`config.mk`:
```
export PLATFORM = sky130hd
export DESIGN_NAME = btn_event_decoder
export DESIGN_NICKNAME = d
export VERILOG_FILES = /design/src/rtl/btn_event_decoder.sv
export SDC_FILE = /design/constraint.sdc
export NUM_CORES = 1
export LEC_CHECK = 0
export CORE_UTILIZATION = 45
export DETAILED_ROUTE_END_ITERATION = 8
export GPL_ROUTABILITY_DRIVEN = 0
export GPL_TIMING_DRIVEN = 0
export PLACE_DENSITY = 0.72
export SKIP_LAST_GASP = 1
export SLEW_MARGIN = 20
export SYNTH_ARGS = -nofsm -noshare
export SYNTH_HDL_FRONTEND = slang
export SYNTH_SLANG_ARGS = --single-unit
```
`constraint.sdc`:
```
create_clock -name iClk -period 1.8 [get_ports iClk]
set_input_delay 0.54 -clock iClk [delete_from_list [all_inputs] [get_ports iClk]]
set_output_delay 0.54 -clock iClk [all_outputs]
set_load 0.01 [all_outputs]
```
`src/rtl/btn_event_decoder.sv`:
```
// btn_event_decoder
// Classifies each debounced button press as short or long. While the button
// stays held after a long press, it emits auto-repeat pulses. Hold time is
// counted in 1 ms timebase ticks. All outputs are registered, and each pulse
// lasts exactly one clock.
module btn_event_decoder #(
  parameter int LONG_MS   = 1000,
  parameter int REPEAT_MS = 200,
  parameter int WIDTH     = $clog2(LONG_MS + 1)
) (
  input  logic iClk,
  input  logic iRst,
  input  logic iBtn_Level,
  input  logic iTick_1ms,
  output logic oShort,
  output logic oLong,
  output logic oRepeat,
  output logic oHeld
);

  typedef enum logic [1:0] {
    IDLE  = 2'd0,
    PRESS = 2'd1,
    HOLD  = 2'd2
  } state_t;

  // Terminal counter values. The tick that finds the counter here is the
  // LONG_MS-th (or REPEAT_MS-th) tick of the current interval.
  localparam logic [WIDTH-1:0] LONG_LAST   = WIDTH'(LONG_MS - 1);
  localparam logic [WIDTH-1:0] REPEAT_LAST = WIDTH'(REPEAT_MS - 1);
  localparam logic [WIDTH-1:0] COUNT_ONE   = WIDTH'(1);

  state_t           r_state;
  logic [WIDTH-1:0] r_count;
  logic             r_short;
  logic             r_long;
  logic             r_repeat;
  logic             r_held;

  // Press classification FSM with registered pulse and level outputs.
  // A release takes priority over a tick in the same cycle.
  always_ff @(posedge iClk) begin
    if (!iRst) begin
      r_state  <= IDLE;
      r_count  <= '0;
      r_short  <= 1'b0;
      r_long   <= 1'b0;
      r_repeat <= 1'b0;
      r_held   <= 1'b0;
    end else begin
      r_short  <= 1'b0;
      r_long   <= 1'b0;
      r_repeat <= 1'b0;
      case (r_state)
        IDLE: begin
          if (iBtn_Level) begin
            r_state <= PRESS;
            r_count <= '0;
            r_held  <= 1'b1;
          end
        end
        PRESS: begin
          if (!iBtn_Level) begin
            r_state <= IDLE;
            r_short <= 1'b1;
            r_held  <= 1'b0;
          end else if (iTick_1ms) begin
            if (r_count == LONG_LAST) begin
              r_state <= HOLD;
              r_count <= '0;
              r_long  <= 1'b1;
            end else begin
              r_count <= r_count + COUNT_ONE;
            end
          end
        end
        HOLD: begin
          if (!iBtn_Level) begin
            r_state <= IDLE;
            r_held  <= 1'b0;
          end else if (iTick_1ms) begin
            if (r_count == REPEAT_LAST) begin
              r_count  <= '0;
              r_repeat <= 1'b1;
            end else begin
              r_count <= r_count + COUNT_ONE;
            end
          end
        end
        default: begin
          r_state <= IDLE;
          r_count <= '0;
          r_held  <= 1'b0;
        end
      endcase
    end
  end

  assign oShort  = r_short;
  assign oLong   = r_long;
  assign oRepeat = r_repeat;
  assign oHeld   = r_held;

endmodule

```
Word-level counts from Yosys, hierarchy flattened --
Cells that the tools add are included. W data, S select, Z words.
Storage, ports and cells: register bits after elaboration 16, latch bits 0, memory bits (writable) 0, memory bits (read-only) 0, bits of input ports 4, output and inout port bits 4, logic and storage cells 48, memories 0
Operators by class: add/sub/neg operators 1, $mul 0, divide/modulo/power cells 0, order comparisons 0, eq/ne operators 13, shift-type cells 0, mux-type cells 20, bitwise gates (word level) 0, reductions and logical operators 8
Operators by type and width (number):
- $mux W10 | 7
- $pmux W10 S3 | 1
- $ne A2 B2 Y1 const B | 7
- $reduce_and A4 Y1 | 3
- $add A10 B1 Y10 const B | 1
- $eq A10 B10 Y1 const B | 1
- $eq A10 B8 Y1 const B | 1
- $mux W2 | 5
- $ne A3 B3 Y1 const B | 2
- $pmux W2 S3 | 1
- $mux W1 | 5
- $reduce_and A5 Y1 | 1
- $reduce_and A2 Y1 | 2
- $eq A2 B1 Y1 const B | 1
- $eq A2 B2 Y1 const B | 1
- $logic_not A2 Y1 | 1
- $pmux W1 S2 | 1
- $reduce_or A2 Y1 | 1

Depth between registers and ports, before layout --
depth after elaboration 5, mapped depth 7, mapped depth without buffers 7

Worst setup path after synthesis --
Ideal clock, no wire load.
kind reg2reg, start register r_state[0], end register r_count[7], library setup time 0.117 ns, data arrival time 1.667 ns, data required time 1.683 ns, slack 0.016 ns, stages on the path, launching flop included 8, buffers on the path 0, period minus slack after synthesis 1.784 ns, path through dfxtp_1 inv_1 ha_1 nand2_1 a21oi_1 or3_4 a31o_1 a22o_1
Between the ends: word-level cells in the longest chain between the ends 3, elaborated cells on any way between the ends 10, classes of those cells 7 x eq/ne; 1 x mux; 2 x reduce/logical
RTL lines:
- from (decl) | RTL line 33 | state_t r_state;
- from (signal assigned) | RTL line 44 | r_state <= IDLE;
- from (signal assigned) | RTL line 57 | r_state <= PRESS;
- from (signal assigned) | RTL line 64 | r_state <= IDLE;
- $eq A2 B1 Y1 (tied with other cells) | RTL line 54 | case (r_state)
- $ne A2 B2 Y1 (no source line)
- $reduce_and A5 Y1 (no source line)
- to (signal assigned) | RTL line 73 | r_count <= r_count + COUNT_ONE;
- to (signal assigned) | RTL line 86 | r_count <= r_count + COUNT_ONE;
- to (decl) | RTL line 34 | logic [WIDTH-1:0] r_count;
Several ways; a longest one is shown, not always the timed one. A chain may end at the register's enable or synchronous reset.

Worst setup path in the final report --
start register r_state[0], end register r_count[3]
The elaborated chain is that of the path after synthesis.

==> load_flow_metrics.sql <==
INSERT INTO impl_metrics (metric_group, metric, value, unit) VALUES
('status', 'run_status', 'complete, but fails checks', ''),
('status', 'violations', 'negative setup slack', ''),
('clocking', 'clock_sink_count', '16', ''),
('finish', 'antenna_cells_inserted', '0', ''),
('routing', 'antenna_violating_nets_post_route', '0', ''),
('sta', 'final.period_utilization', '100.8', '%'),
('hold_path', 'min-delay-start', 'oHeld', ''),
('worst_setup_path', 'worstSetupPathType', 'flip-flop to flip-flop', ''),
('placed_design', 'count_of_buffers_from_port_buffering', '7', ''),
('clocking', 'clock_tree.root_cell', 'clkbuf_4', ''),
('logic_synthesis', 'ys_async_sr_fraction', '0', '%'),
('hold_path', 'timing.hold.worst.class', 'flip-flop to flip-flop', ''),
('power_and_ir_drop', 'intPower', '0.6058', 'mW'),
('finish', 'finish.cell_count_without_fillers', '147', ''),
('sta', 'fin_crit', '1.815', 'ns'),
('power_and_ir_drop', 'power.share.combinational', '27.4', '%'),
('clocking', 'cts_hold_buf', '0', ''),
('die', 'num_io_pins', '8', ''),
('die', 'starting_density', '49.19', '%'),
('clocking', 'cts-htree-levels', '1', ''),
('routing', 'drt-wirelength-per-cell', '15.85', 'um'),
('placed_design', 'placed_cells_incl_taps', '136', ''),
('worst_setup_path', 'timing.rr.end', 'r_count[3]', ''),
('placed_design', 'dp_hpwl', '1.260', 'mm'),
('logic_synthesis', 'yosysTopAreaCell', 'dfxtp_1', ''),
('logic_synthesis', 'synth_enable_flop_cells', '0', ''),
('clocking', 'cts_made_buffers', '3', ''),
('routing', 'routed-via-count', '864', ''),
('finish', 'finalCoreUtilization', '67.51', '%'),
('logic_synthesis', 'yosysMostFrequentCell', 'dfxtp_1', ''),
('grt', 'grt_use_total', '21.43', '%'),
('sta', 'worst_slack_on_hold_paths', '0.4967', 'ns'),
('routing', 'detail_route.drc_violations', '0', ''),
('hold_path', 'hold_path_end', 'oHeld', ''),
('logic_synthesis', 'synth.net_count', '112', ''),
('sta', 'rsz0062_at_grt', 'yes', ''),
('worst_setup_path', 'r2r_startpoint', 'r_state[0]', ''),
('die', 'coreArea', '1783', 'um^2'),
('sta', 'setup_tns', '-0.02702', 'ns'),
('power_and_ir_drop', 'p_leak', '0.4705', 'nW'),
('logic_synthesis', 'synth_ff_type', 'dfxtp_1', ''),
('die', 'die-width', '46.15', 'um'),
('logic_synthesis', 'netlist.area_leader.share', '36.52', '%'),
('power_and_ir_drop', 'power.density', '716.4', 'nW/um^2'),
('sta', 'fin_worst_skew', '0.006185', 'ns'),
('worst_setup_path', 'worst_r2r_path_depth', '7', ''),
('logic_synthesis', 'synthTopCellsByArea', 'dfxtp_1 (37%), a22o_1 (6.0%), ha_1 (5.7%), o21ai_0 (5.1%), nand3_1 (4.6%)', ''),
('worst_setup_path', 'critPathArrivalTime', '2.01', 'ns'),
('logic_synthesis', 'ys_seq_area_share', '36.52', '%'),
('sta', 'setup-violations-final', '3', ''),
('grt', 'global_route_wire_length_before_repair', '3.263', 'mm'),
('finish', 'syn_to_final_growth', '37.23', '%'),
('worst_setup_path', 'regToRegSetupSlack', '-0.02', 'ns'),
('routing', 'viasPerCell', '5.878', ''),
('power_and_ir_drop', 'fraction_of_power_spent_switching_nets', '29.74', '%'),
('grt', 'globalRoute.totalOverflow', '0', ''),
('die', 'die_boundary_height', '46.15', 'um'),
('logic_synthesis', 'synthesis.instances', '104', ''),
('sta', 'maximum_frequency_from_static_timing_analysis', '550.9', 'MHz'),
('power_and_ir_drop', 'max-vdd-ir-drop', '0.5012', 'mV'),
('worst_setup_path', 'endpoint_type_of_the_worst_setup_path', 'flip-flop', ''),
('worst_setup_path', 'start_kind', 'flip-flop', ''),
('sta', 'finalWorstSetupSlack', '-0.01529', 'ns'),
('clocking', 'worstSkewPairLatency', '0.29', 'ns'),
('clocking', 'clkSlewWorstSetupHoldPaths', '0.11', 'ns'),
('finish', 'design.final.nets', '131', ''),
('finish', 'layout-drive-gt1-share', '33.61', '%'),
('grt', 'grt_antenna_before_repair', '0', ''),
('worst_setup_path', 'cp_max_fo', '5', ''),
('sta', 'max_slew_margin', '68.02', '%'),
('grt', 'grt_max_degree', '11', '');
[final cells by class]
cell class | count | area [um^2] | area share (%)
multi-input cells | 81 | 651.9 | 54.16
repair buffers | 14 | 125.1 | 10.40
well taps | 25 | 31.28 | 2.599
plain buffers | 3 | 16.27 | 1.351
flip-flops and latches | 16 | 327.8 | 27.23
inverters | 4 | 15.01 | 1.247
clock buffers | 4 | 36.28 | 3.015
[per-layer routing]
layer / wire length [um] / GRT usage [%] / vias up
li1: - / - / 422
met1: 1031 / 29.11 / 411
met2: 1185 / 32.96 / 27
met3: 92 / 3.529 / 4
met4: 21 / 9.412 / 0
met5: 0 / 0 / -
[metrics by stage]
stage	cell area (um^2)	total power, mW
finish	1204	0.8623
CTS	1075	0.8049
floorplan	877.1	0.4888
detailed placement	978.4	0.5306
global route	1204	0.9035
global placement	978.4	0.5280
[sequential cells by signal, indices dropped and copies added, names as in the netlist]
name     cells
oHeld        1
r_state      2
r_count     10
oRepeat      1
oLong        1
oShort       1
[power groups by stage]
| stage | registers (mW) | logic (mW) | clock network, mW |
|---|---|---|---|
| 2_1_floorplan | 0.383 | 0.106 | 0 |
| 3_3_place_gp | 0.382 | 0.146 | 0 |
| 3_5_place_dp | 0.382 | 0.148 | 0 |
| 4_1_cts | 0.376 | 0.173 | 0.257 |
| 5_1_grt | 0.378 | 0.252 | 0.273 |
| 6_report | 0.377 | 0.236 | 0.249 |
[worst max-delay path: stages (launching register included)]
cell	delay, ns
dfxtp_2	0.35
inv_1	0.12
ha_4	0.24
nand2_4	0.10
a31oi_4	0.05
or3_4	0.45
a31o_1	0.23
a22o_1	0.17
[logic make-up (layout without fill, tap and decap cells)]
logic type               count (synthesis)  after routing  synth area share, %
AO/OA/AOI/OAI                           28             28                23.25
flip-flops                              16             16                36.52
AND/OR/NAND/NOR                         48             48                29.82
multiplexers                             1              1                1.284
buffers and inverters                    7             25                3.424
adder cells (fa/ha/maj)                  4              4                5.706
[placed cells by master (no fill, tap or decap), types with 3 or more instances in the layout]
master and n:
a22o_1 6, o21ai_0 9, nand3_1 8, dfxtp_2 6, nand2_1 8, dfxtp_1 10, inv_1 3, clkdlybuf4s50_1 6
nor2_1 7, nor3_1 3, buf_4 8, nor2b_1 4, clkbuf_4 3
[timing repair]
| action | CTS | global route |
|---|---|---|
| endpoints found under the setup margin | 8 | 11 |
| buffers inserted | 1 | 6 |
| pin swaps | 0 | 5 |
| gates resized for setup | 12 | 22 |
| hold endpoints to repair | 0 | 0 |
[worst max-delay path by stage]
| stage | from | to | cells past startpoint |
|---|---|---|---|
| global route | r_state[0] | r_count[1] | 8 |
| floorplan | r_state[0] | r_count[7] | 7 |
| CTS | r_state[0] | r_count[7] | 7 |
| global placement | iBtn_Level | r_count[3] | 6 |
| detailed placement | iBtn_Level | r_count[0] | 5 |
| finish | r_state[0] | r_count[3] | 7 |
(Power assumes the default switching activity.)
